### src/rtl/ring_osc_meter.sv
// ring_osc_meter: measures the frequency of a free-running ring oscillator.
// The block enables the ring and lets it settle for WARMUP cycles. It then
// counts synchronized rising edges of ring_tap over a gate window of
// gate_cycles clk cycles, and presents the count on a valid/ready port.
// Optional build macro: RING_METER_CONTINUOUS_EN. When it is defined, the
// block re-arms after each result handshake instead of returning to idle.
module ring_osc_meter #(
  parameter int GATE_W  = 16,
  parameter int COUNT_W = 20,
  parameter int WARMUP  = 64
) (
  input  logic               clk,
  input  logic               rst_n,
  input  logic               start,
  input  logic               abort,
  input  logic [GATE_W-1:0]  gate_cycles,
  input  logic               ring_tap,
  output logic               ring_en,
  output logic               busy,
  output logic [COUNT_W-1:0] result,
  output logic               result_valid,
  input  logic               result_ready,
  output logic               overflow
);

  localparam int WARM_W = (WARMUP > 2) ? $clog2(WARMUP) : 2;
  localparam logic [WARM_W-1:0]  WARM_INIT = WARM_W'(WARMUP - 1);
  localparam logic [COUNT_W-1:0] COUNT_MAX = {COUNT_W{1'b1}};

  typedef enum logic [1:0] {
    S_IDLE   = 2'd0,
    S_WARMUP = 2'd1,
    S_GATE   = 2'd2,
    S_DONE   = 2'd3
  } state_t;

  state_t              state_q;
  logic [GATE_W-1:0]   gate_len_q;
  logic [GATE_W-1:0]   gate_len_d;
  logic [GATE_W-1:0]   gate_cnt_q;
  logic [WARM_W-1:0]   warm_cnt_q;
  logic [COUNT_W-1:0]  edge_cnt_q;
  logic                overflow_q;
  logic                ring_en_q;
  logic                busy_q;
  logic                valid_q;
  logic [2:0]          tap_sync_q;
  logic [2:0]          tap_sync_d;
  logic                tap_rise;

  // Two synchronizer stages, then a third stage holding the previous sample.
  assign tap_sync_d = {tap_sync_q[1:0], ring_tap};
  assign tap_rise   = tap_sync_q[1] & ~tap_sync_q[2];

  // A window length of zero would make no sense, so it is measured as one.
  assign gate_len_d = (gate_cycles == '0) ? GATE_W'(1) : gate_cycles;

  // Tap synchronizer runs in every state so its history is always fresh.
  always_ff @(posedge clk or negedge rst_n) begin
    if (!rst_n) begin
      tap_sync_q <= 3'b000;
    end else begin
      tap_sync_q <= tap_sync_d;
    end
  end

  // Measurement FSM, with its counters and registered outputs.
  always_ff @(posedge clk or negedge rst_n) begin
    if (!rst_n) begin
      state_q    <= S_IDLE;
      gate_len_q <= '0;
      gate_cnt_q <= '0;
      warm_cnt_q <= '0;
      edge_cnt_q <= '0;
      overflow_q <= 1'b0;
      ring_en_q  <= 1'b0;
      busy_q     <= 1'b0;
      valid_q    <= 1'b0;
    end else if (abort) begin
      state_q   <= S_IDLE;
      ring_en_q <= 1'b0;
      busy_q    <= 1'b0;
      valid_q   <= 1'b0;
    end else begin
      case (state_q)
        S_IDLE: begin
          ring_en_q <= 1'b0;
          busy_q    <= 1'b0;
          valid_q   <= 1'b0;
          if (start) begin
            gate_len_q <= gate_len_d;
            warm_cnt_q <= WARM_INIT;
            state_q    <= S_WARMUP;
            ring_en_q  <= 1'b1;
            busy_q     <= 1'b1;
          end
        end
        S_WARMUP: begin
          // Edges seen while the ring settles are discarded.
          edge_cnt_q <= '0;
          if (warm_cnt_q == '0) begin
            overflow_q <= 1'b0;
            gate_cnt_q <= gate_len_q - GATE_W'(1);
            state_q    <= S_GATE;
          end else begin
            warm_cnt_q <= warm_cnt_q - WARM_W'(1);
          end
        end
        S_GATE: begin
          if (tap_rise) begin
            if (edge_cnt_q == COUNT_MAX) begin
              overflow_q <= 1'b1;
            end else begin
              edge_cnt_q <= edge_cnt_q + COUNT_W'(1);
            end
          end
          if (gate_cnt_q == '0) begin
            state_q   <= S_DONE;
            ring_en_q <= 1'b0;
            valid_q   <= 1'b1;
          end else begin
            gate_cnt_q <= gate_cnt_q - GATE_W'(1);
          end
        end
        S_DONE: begin
          if (result_ready) begin
            valid_q <= 1'b0;
`ifdef RING_METER_CONTINUOUS_EN
            // Re-arm with the same window; ring_en was low in DONE, which
            // gives the ring a one-cycle restart.
            warm_cnt_q <= WARM_INIT;
            state_q    <= S_WARMUP;
            ring_en_q  <= 1'b1;
            busy_q     <= 1'b1;
`else
            state_q <= S_IDLE;
            busy_q  <= 1'b0;
`endif
          end
        end
        default: begin
          state_q   <= S_IDLE;
          ring_en_q <= 1'b0;
          busy_q    <= 1'b0;
          valid_q   <= 1'b0;
        end
      endcase
    end
  end

  assign ring_en      = ring_en_q;
  assign busy         = busy_q;
  assign result       = edge_cnt_q;
  assign result_valid = valid_q;
  assign overflow     = overflow_q;

endmodule

### config.mk
export PLATFORM = sky130hd
export DESIGN_NAME = ring_osc_meter
export DESIGN_NICKNAME = d
export VERILOG_FILES = /design/src/rtl/ring_osc_meter.sv
export SDC_FILE = /design/constraint.sdc
export NUM_CORES = 1
export LEC_CHECK = 0
export ABC_AREA = 1
export BUFFER_PORTS_ARGS = -buffer_cell sky130_fd_sc_hd__buf_2
export CORE_AREA = 2 2 88 90
export DETAILED_ROUTE_END_ITERATION = 12
export DIE_AREA = 0 0 90 92
export PLACE_DENSITY = 0.75
export SLEW_MARGIN = 20
export SYNTH_ARGS = -nofsm -noshare
export SYNTH_HDL_FRONTEND = slang
export SYNTH_SLANG_ARGS = --single-unit
export TNS_END_PERCENT = 50
### constraint.sdc
create_clock -name clk -period 2.3 [get_ports clk]
set_input_delay 0.23 -clock clk [delete_from_list [all_inputs] [get_ports clk]]
set_output_delay 0.23 -clock clk [all_outputs]
set_load 0.02 [all_outputs]
==> qor.yml <==
share_of_the_core_filled_with_cells_in_the_final_layout_pct: 64.42
clock-sinks: 67
first_pass_grt_wire_length_mm: 17.34
grt_pass1_vias: 3714
static-leakage-power_nw: 2.383
maximum_number_of_pins_on_one_net_before_global_route_repair: 38
place_congestion: 0.9359
die_y_um: 92
share_of_the_synthesized_area_in_compound_gates_ao_oa_aoi_oai_pct: 7.874
avgRoutedWirePerCell_um: 13.09
synth_adder_area_share_pct: 2.395
max_slew.worst_pin.slew_ns: 0.7312
synth-xor-area-share_pct: 2.515
yosys-mux-area-fraction_pct: 0
dr_total_vias: 3964
sequentialPowerShare_pct: 31.7
critical_path_peak_fanout: 19
timing.hold.worst.class: "in2reg"
syn-instance-count: 615
synth_top_cells_by_count: "sky130_fd_sc_hd__nand2_1, sky130_fd_sc_hd__nor2_1, sky130_fd_sc_hd__dfrtp_1, sky130_fd_sc_hd__inv_1, sky130_fd_sc_hd__nand3_1"
post-synth-top-area-cell: "sky130_fd_sc_hd__dfrtp_1"
timing.critical_path.max_delay_family: "simple AND/OR/NAND/NOR gates"
cap_viol_max_count: 0
post_synth_main_area_contributors: "sky130_fd_sc_hd__dfrtp_1, sky130_fd_sc_hd__nand2_1, sky130_fd_sc_hd__nor2_1"
filler_instances: 682
path_clk_slew_ns: 0.08
tritoncts: "yes"
finClkSkew_ns: 0.01086
critPathRequiredTime_ns: 2.54
synth_nets: 645
synthSimpleGateAreaFrac_pct: 39.13
setup.reg_to_reg.worst_slack_ns: 0.22
irDropWorstVdd_mv: 0.5662
dp_worst_setup_slack_ns: 0.2000
grt_antenna_before_repair: 0
final_net_count: 700
synth_top_cell_area_share_pct: 40.12
multi_input_comb_area_mm2: 0.002181
finalSetupViolCount: 0
detailed_place_hpwl_mm: 7.604
synth-seq-cells: 67
timing.fmax_mhz: 479.9
timing.final.ws_setup_ns: 0.2164
core_mm2: 0.007447
status: "completed"
net-switching-power_mw: 2.655
max-slew-margin-rel_pct: 51.25
num_io_pins: 46
io_buffer_count: 45
timing.final.crit_share_pct: 90.59
postSynth.asyncResetShare_pct: 100.0
share_clk_of_total_power_pct: 20.1
clockRootBuffer: "sky130_fd_sc_hd__clkbuf_8"
power_density_mw_per_mm2: 1200
cpMaxStageDelayCell: "sky130_fd_sc_hd__dfrtp_1"
timing.critical_path.slowest_cell_delay_ns: 0.42
drt_first_pass_iters: 5
chipWidth_um: 90
avgViaCountPerCell: 5.102
dieArea_mm2: 0.008280
cts_inserted_buffers: 9
floorplan.rows: 32
combPwrFrac_pct: 48.1
post-route-min-period_ns: 2.084
rsz0062_at_grt: "no"
clock_tree.buffer_depth: 2
finalSetupTns_ns: 0
total_grt_overflow: 0
clock_latency_ns: 0.35
avgSynthCellArea_um2: 6.795
yosys_warnings: 0
track_usage_pct: 26.06
critPathCaptureType: "register"
synth_enable_flop_cells: 0
area_delta_synth_final_pct: 14.79
ys_dominant_reg_cell: "sky130_fd_sc_hd__dfrtp_1"
cp.buffers_inverters: 2
cp_data_arrival_time_ns: 2.32
crit_path_cell_trace: "inv_1 -> ha_2 -> buf_6 -> o21ai_0 -> nor2_1 -> nand2_1 -> nor2_1 -> nand3_1 -> nand3_1 -> nand2_1"
setup.worst_path.start_class: "register"
initial_core_utilization_pct: 56.12
drtIter0Drc: 230
synth_most_common_cell: "sky130_fd_sc_hd__nand2_1"
final_hold_viol_count: 0
ctsHtreeMaxLevel: 3
drc: 0
n_antenna_cell: 0
largest_family_of_logic_cells_by_synthesized_area: "simple AND/OR/NAND/NOR gates"
internal-power_mw: 3.100
yosysSeqAreaShare_pct: 40.12
proportion_of_layout_cells_with_a_drive_suffix_above_1_pct: 14.22
number_of_routed_nets_with_antenna_violations: 0
maxSlewViolCount: 0
power.share.switching_pct: 46.14
critical_path_class: "reg2reg"
regArea_mm2: 0.001677
netlist-cell-type-count: 34
wirelength_routed_mm: 10.17
syn-cell-area_mm2: 0.004179
[registers in the layout, indices dropped and copies added, names as in the netlist]
register	cells
busy	1
gate_cnt_q	16
gate_len_q	16
overflow	1
result	20
result_valid	1
ring_en	1
state_q	2
tap_sync_q	3
warm_cnt_q	6
[final cells by class]
type,instances,share of cell area [%]
flip-flops and latches,67,34.95
inverters,59,4.669
well taps,102,2.660
clock buffers,10,2.869
repair buffers,59,7.407
multi-input cells,474,45.46
clock inverters,6,1.982
[path summary, 6_finish.rpt]
path	end	start	cells past startpoint
min	gate_len_q[5]	gate_cycles[5]	3
min in group asynchronous	result[5]	rst_n	2
min reg2reg	tap_sync_q[1]	tap_sync_q[0]	0
max in group asynchronous	gate_cnt_q[7]	rst_n	3
max	gate_cnt_q[15]	state_q[0]	10
max reg2reg	gate_cnt_q[15]	state_q[0]	10
[power groups by stage]
| stage | registers, mW | logic [mW] | clock network [mW] |
|---|---|---|---|
| after floorplan | 1.77 | 2.10 | 0 |
| after global placement | 1.84 | 2.65 | 0 |
| final | 1.83 | 2.77 | 1.16 |
| after global routing | 1.87 | 3.19 | 1.23 |
| after detailed placement | 1.84 | 2.69 | 0 |
| after CTS | 1.82 | 2.71 | 1.17 |
[what timing repair did]
item                                    4_1_cts  5_1_grt
hold buffers                                  2        0
endpoints found under the setup margin        0        3
setup buffers                                 0        1
endpoints found under the hold margin        31        0
resized for setup                             0        6
[routing by layer]
layer	routed length, µm	GRT usage (%)	vias to the layer above
li1	-	-	2045
met1	4821	35.45	1780
met2	4617	42.36	118
met3	461	3.698	21
met4	267	10.26	0
met5	0	0	-
[stage by stage]
stage | std cells | cell area, µm² | hold slack [ns] | total power, mW
floorplan | 615 | 4179 | -0.06559 | 3.875
CTS | 776 | 4773 | 0.08997 | 5.702
global route | 777 | 4797 | 0.09852 | 6.296
finish | 777 | 4797 | 0.09867 | 5.755
detailed placement | 758 | 4521 | 0.3327 | 4.534
global placement | 758 | 4521 | 0.3306 | 4.487
[cells by family (layout without fill, tap and decap cells)]
family          after synthesis  in the layout
buf+inv                      74            134
xor+xnor                     12             12
simple gates                393            393
flops                        67             67
compound gates               61             61
fa+ha+maj                     8              8
[cell usage in the layout (no fill, tap or decap), drive strengths merged]
cell         count
nand2          248
nor2            76
dfrtp           67
inv             60
buf             57
o21ai           55
nand3           50
clkbuf          10
xor2             9
ha               8
nand4            7
or2              5
nor3             4
xnor2            3
clkinv           3
a21oi            3
nor4             2
bufinv           2
dlygate4sd3      2
nand3b           1
a2bb2oi          1
a22oi            1
o21a             1
[worst register-to-register path: cells and delay by family, from the launching register on]
kind,cells,cell delay [ns]
AND/OR/NAND/NOR,6,0.75
buffers and inverters,2,0.32
adder cells (fa/ha/maj),1,0.25
AO/OA/AOI/OAI,1,0.24
flip-flops,1,0.42
Power figures use the tool's default switching activity.
